[src/rtl/noise_burst_ctrl.sv]
// Attack/hold/release envelope sequencer for the LFSR noise source, with valid/ready sample output.
// Define OVERRUN_CNT_EN to add overrun_cnt_o, a saturating count of dropped samples.
module noise_burst_ctrl #(
    parameter int WIDTH  = 24,
    parameter int DIV_W  = 16,
    parameter int HOLD_W = 16
) (
    input  logic                    clk_i,
    input  logic                    rst_ni,
    input  logic                    trig_i,
    input  logic [DIV_W-1:0]        div_i,
    input  logic [7:0]              atk_step_i,
    input  logic [HOLD_W-1:0]       hold_i,
    input  logic [7:0]              rel_step_i,
    input  logic signed [WIDTH-1:0] noise_i,
    output logic                    noise_adv_o,
    output logic signed [WIDTH-1:0] sample_o,
    output logic                    valid_o,
    input  logic                    ready_i,
    output logic                    busy_o,
    output logic                    overrun_o
`ifdef OVERRUN_CNT_EN
    ,
    output logic [15:0]             overrun_cnt_o
`endif
);

    typedef enum logic [1:0] {
        IDLE,
        ATTACK,
        HOLD,
        RELEASE
    } state_e;

    state_e              state_q, state_d;
    logic [8:0]          gain_q, gain_d;
    logic [DIV_W-1:0]    div_cnt_q;
    logic [HOLD_W-1:0]   hold_cnt_q, hold_cnt_d;
    logic [DIV_W-1:0]    div_q;
    logic [7:0]          atk_q;
    logic [HOLD_W-1:0]   hold_q;
    logic [7:0]          rel_q;

    logic                tick;
    logic                drop;
    logic [9:0]          atk_sum;

    logic signed [WIDTH+9:0] noise_ext;
    logic signed [WIDTH+9:0] gain_ext;
    logic signed [WIDTH+9:0] product;
    logic [WIDTH-1:0]        sample_next;
    logic                    unused_product_bits;

    assign tick        = (state_q != IDLE) && (div_cnt_q == div_q);
    assign noise_adv_o = tick;
    assign drop        = tick && valid_o && !ready_i;

    // Gain is zero-extended so 256 stays positive; bits [WIDTH+7:8] are product >>> 8 truncated.
    assign noise_ext   = (WIDTH+10)'(noise_i);
    assign gain_ext    = (WIDTH+10)'({1'b0, gain_q});
    assign product     = noise_ext * gain_ext;
    assign sample_next = product[WIDTH+7:8];
    assign unused_product_bits = ^{product[WIDTH+9:WIDTH+8], product[7:0]};

    assign atk_sum = {1'b0, gain_q} + {2'b00, atk_q};

    always_comb begin
        state_d    = state_q;
        gain_d     = gain_q;
        hold_cnt_d = hold_cnt_q;
        if (trig_i) begin
            // A trigger overrides any envelope update due on the same tick; gain is kept.
            state_d    = ATTACK;
            hold_cnt_d = '0;
        end else if (tick) begin
            unique case (state_q)
                ATTACK: begin
                    if (atk_sum >= 10'd256) begin
                        gain_d     = 9'd256;
                        state_d    = HOLD;
                        hold_cnt_d = '0;
                    end else begin
                        gain_d = atk_sum[8:0];
                    end
                end
                HOLD: begin
                    if (hold_cnt_q == hold_q) begin
                        state_d = RELEASE;
                    end else begin
                        hold_cnt_d = hold_cnt_q + HOLD_W'(1);
                    end
                end
                RELEASE: begin
                    if ({1'b0, rel_q} >= gain_q) begin
                        gain_d  = '0;
                        state_d = IDLE;
                    end else begin
                        gain_d = gain_q - {1'b0, rel_q};
                    end
                end
                default: ;
            endcase
        end
    end

    always_ff @(posedge clk_i or negedge rst_ni) begin
        if (!rst_ni) begin
            state_q    <= IDLE;
            gain_q     <= '0;
            hold_cnt_q <= '0;
            busy_o     <= 1'b0;
        end else begin
            state_q    <= state_d;
            gain_q     <= gain_d;
            hold_cnt_q <= hold_cnt_d;
            busy_o     <= (state_d != IDLE);
        end
    end

    always_ff @(posedge clk_i or negedge rst_ni) begin
        if (!rst_ni) begin
            div_q  <= '0;
            atk_q  <= '0;
            hold_q <= '0;
            rel_q  <= '0;
        end else if (trig_i) begin
            div_q  <= div_i;
            atk_q  <= (atk_step_i == 8'd0) ? 8'd1 : atk_step_i;
            hold_q <= hold_i;
            rel_q  <= (rel_step_i == 8'd0) ? 8'd1 : rel_step_i;
        end
    end

    always_ff @(posedge clk_i or negedge rst_ni) begin
        if (!rst_ni) begin
            div_cnt_q <= '0;
        end else if (trig_i && state_q == IDLE) begin
            div_cnt_q <= '0;
        end else if (state_q != IDLE) begin
            div_cnt_q <= tick ? '0 : div_cnt_q + DIV_W'(1);
        end
    end

    always_ff @(posedge clk_i or negedge rst_ni) begin
        if (!rst_ni) begin
            sample_o  <= '0;
            valid_o   <= 1'b0;
            overrun_o <= 1'b0;
        end else begin
            if (tick && !drop) begin
                sample_o <= sample_next;
                valid_o  <= 1'b1;
            end else if (valid_o && ready_i) begin
                valid_o <= 1'b0;
            end
            if (drop) begin
                overrun_o <= 1'b1;
            end else if (trig_i) begin
                overrun_o <= 1'b0;
            end
        end
    end

`ifdef OVERRUN_CNT_EN
    always_ff @(posedge clk_i or negedge rst_ni) begin
        if (!rst_ni) begin
            overrun_cnt_o <= '0;
        end else if (trig_i && state_q == IDLE) begin
            overrun_cnt_o <= '0;
        end else if (drop && overrun_cnt_o != 16'hFFFF) begin
            overrun_cnt_o <= overrun_cnt_o + 16'd1;
        end
    end
`endif

endmodule
[config.mk]
export PLATFORM = sky130hd
export DESIGN_NAME = noise_burst_ctrl
export DESIGN_NICKNAME = d
export VERILOG_FILES = /design/src/rtl/noise_burst_ctrl.sv
export SDC_FILE = /design/constraint.sdc
export NUM_CORES = 1
export LEC_CHECK = 0
export ABC_AREA = 1
export CORE_MARGIN = 2
export CORE_UTILIZATION = 61
export CTS_CLUSTER_DIAMETER = 50
export DETAILED_ROUTE_END_ITERATION = 8
export PLACE_DENSITY = 0.85
export SETUP_SLACK_MARGIN = 0.3
export SLEW_MARGIN = 40
export SYNTH_ARGS = -nofsm -noshare
export SYNTH_HDL_FRONTEND = slang
export SYNTH_SLANG_ARGS = --single-unit
[constraint.sdc]
create_clock -name clk_i -period 7.4 [get_ports clk_i]
set_input_delay 1.48 -clock clk_i [delete_from_list [all_inputs] [get_ports clk_i]]
set_output_delay 1.48 -clock clk_i [all_outputs]
set_load 0.02 [all_outputs]
==> impl_metrics.py <==
metrics = {
    "floorplanning": {
        "io_pins": 104,
        "dieArea_um2": 25700,
        "start_util": 0.617,
        "die_h_um": 160,
        "core_um2": 24200,
        "chipWidth_um": 160,
        "rows": 57,
    },
    "grt": {
        "gr-usage-met1": 0.401,
        "busiest_layer": "met2",
        "grt-ovfl-total": 0,
        "grt_max_degree": 85,
        "grt.total_usage": 0.312,
        "met2_usage": 0.537,
        "use_met3": 0.0426,
        "grt_pass1_vias": 13600,
        "grt_pass1_wl_um": 64800,
        "antenna_found_initial": 0,
    },
    "timing": {
        "slew_headroom": 0.424,
        "max_freq_ghz": 0.154,
        "period_minus_slack_ps": 6490,
        "hold_violations": 0,
        "finalSetupViolCount": 0,
        "min_period_over_period": 0.877,
        "fin_skew_ps": 9.23,
        "rsz0062_at_grt": "no",
        "tightest_slew_ps": 864,
        "hold_ws_ps": 477,
        "tns_ps": 0,
        "slew_violations": 0,
    },
    "cts": {
        "cts_root_buf": "clkbuf_16",
        "cts_setup_buffers": 0,
        "clock_latency_ps": 420,
        "cts_buffers": 17,
        "ctsHoldBuffers": 0,
        "cts_resized": 0,
        "clkSinkCount": 118,
        "clk_path_buf_depth": 2,
        "cts_tree": "done",
        "path_clk_slew_ps": 60,
        "ctsHtreeMaxLevel": 4,
    },
    "setup_path": {
        "crit_chain": "clkdlybuf4s50_1 > nand2_1 > fa_1 > inv_1 > fa_1 > fa_1 > fa_1 > inv_1 > fa_1 > inv_1 > ha_1 > nand2_1 > inv_1 > a21oi_1 > nor2_1 > o21ai_0 > nand3_1 > nand2_1 > nand3_1 > nand2_1",
        "critPathLaunchType": "input port",
        "crit_path_max_fanout": 9,
        "required_ps": 7750,
        "cp_common_cell": "fa_1",
        "worstPathArrival_ps": 6840,
        "worstSetupPathType": "in2reg",
        "crit_slowest_cell": "clkdlybuf4s50_1",
        "crit_path_end_kind": "flop",
        "cpPeakStageDelay_ps": 740,
    },
    "placed_design": {
        "portBuffers": 103,
        "hpwl_um": 29700,
        "placed_cells": 2488,
        "globalplace.congestion": 0.981,
    },
    "finish": {
        "layout-drive-gt1-share": 0.0360,
        "final_cells": 2521,
        "diodes": 0,
        "nNetsFinal": 2516,
        "fin_util": 0.696,
        "area_growth_pct": 12.7,
    },
    "logic_synthesis": {
        "synth_area_leaders": "fa_1 23%, dfrtp_1 20%, nand2_1 19%, inv_1 11%, ha_1 7.0%",
        "syn_nets": 2458,
        "yosysUniqueCellTypes": 41,
        "synth_cells": 2126,
        "synth.avg_cell_area_um2": 7.02,
        "synth_common_cells": "752 x nand2_1, 450 x inv_1, 172 x fa_1, 118 x dfrtp_1, 111 x nor2_1",
        "async_flop_share": 1.00,
        "synth_top_area_frac": 0.231,
        "synthMostInstantiatedCell": "nand2_1",
        "yosys_warnings": 0,
        "ys_ff_latch": 118,
        "yosysSeqAreaShare": 0.198,
        "synth-main-ff-cell": "dfrtp_1",
        "syn_area_um2": 14900,
        "synth-edff-count": 0,
        "yosysTopAreaCell": "fa_1",
    },
    "detailed_routing": {
        "wl_um": 38100,
        "wl_per_cell_um": 15.1,
        "ant_nets": 0,
        "vias": 13300,
        "dr.first_iter.drc_count": 1056,
        "dr.pass1.iters": 5,
        "viasPerCell": 5.29,
        "drc": 0,
    },
    "power_and_ir_drop": {
        "p_per_area_nw_per_um2": 118,
        "irDropWorstVdd_mv": 0.112,
        "p_leak_nw": 9.96,
        "p_total_w": 0.00199,
    },
    "hold_path": {
        "hold_path_class": "reg2reg",
    },
    "run_status": {
        "outcome": "finished clean",
    },
    "job": {
        "max-cap-violations": 0,
    },
}
-- area by class of cell --
| type | count | area [um^2] |
|---|---|---|
| inverters | 457 | 1720 |
| multi-input cells | 1477 | 9950 |
| clock buffers | 17 | 425 |
| flip-flops and latches | 118 | 2960 |
| fillers | 1954 | 7350 |
| repair buffers | 113 | 1110 |
| clock inverters | 15 | 253 |
| well taps | 324 | 405 |
-- path summary, 6_finish.rpt --
path                                            end                  start  slack, ps  cells after the start
max                        sample_o[16]$_DFFE_PN0P_             noise_i[9]        910                     20
min in group asynchronous      div_q[0]$_DFFE_PN0P_                 rst_ni       1010                      1
max reg2reg                sample_o[16]$_DFFE_PN0P_  gain_q[2]$_DFFE_PN0P_       1550                     20
max in group asynchronous     gain_q[6]$_DFFE_PN0P_                 rst_ni       5260                      2
min                            atk_q[4]$_DFFE_PN0P_   atk_q[4]$_DFFE_PN0P_        480                      2
min reg2reg                    atk_q[4]$_DFFE_PN0P_   atk_q[4]$_DFFE_PN0P_        480                      2
-- report_power, final --
| part | leakage [nW] | switching [W] | internal [W] |
|---|---|---|---|
| registers | 1.54 | 0.0000378 | 0.000685 |
| clock network | 0.324 | 0.000328 | 0.000634 |
| logic | 8.10 | 0.000187 | 0.000117 |
| total | 9.96 | 0.000553 | 0.00144 |
-- state kept, by name, indices dropped and copies added (netlist names) --
| register | flops |
|---|---|
| overrun_o | 1 |
| div_cnt_q | 16 |
| div_q | 16 |
| state_q | 2 |
| gain_q | 9 |
| hold_q | 16 |
| busy_o | 1 |
| sample_o | 24 |
| atk_q | 8 |
| hold_cnt_q | 16 |
| valid_o | 1 |
| rel_q | 8 |
-- critical path, delay by kind of cell --
| family | cells | cell delay, ps |
|---|---|---|
| compound gates | 2 | 600 |
| fa+ha+maj | 6 | 2940 |
| buf+inv | 5 | 960 |
| simple gates | 7 | 850 |
-- logic make-up after synthesis --
logic type	share of synthesized area
adder cells (fa/ha/maj)	0.301
AO/OA/AOI/OAI	0.0450
buffers and inverters	0.136
AND/OR/NAND/NOR	0.288
XOR/XNOR	0.0317
flip-flops	0.198
-- routing by layer --
layer  vias to the layer above  wire length, um  part of all wire
met5                         -                0                 0
met4                         0             1320             0.035
li1                       6464                -                 -
met2                       504            18700              0.49
met1                      6267            15700              0.41
met3                       103             2480             0.065
-- through the flow --
stage | worst slack (ps) | cell area (um^2)
after global placement | 680 | 16100
after detailed placement | 567 | 16100
after global routing | 635 | 16800
after floorplan | 1490 | 14900
final | 913 | 16800
after CTS | 984 | 16800
-- placed cells by master, fill, tap and decap left out, types with 22 or more instances in the layout --
master	n
xor2_1	32
nand4_1	34
inv_1	450
nand2_1	752
ha_1	84
nor3_1	25
nand3_1	79
nor2_1	111
clkdlybuf4s50_1	101
a21oi_1	42
dfrtp_1	114
o21ai_0	53
fa_1	172
xnor2_1	22
Power figures use the tool's default switching activity.
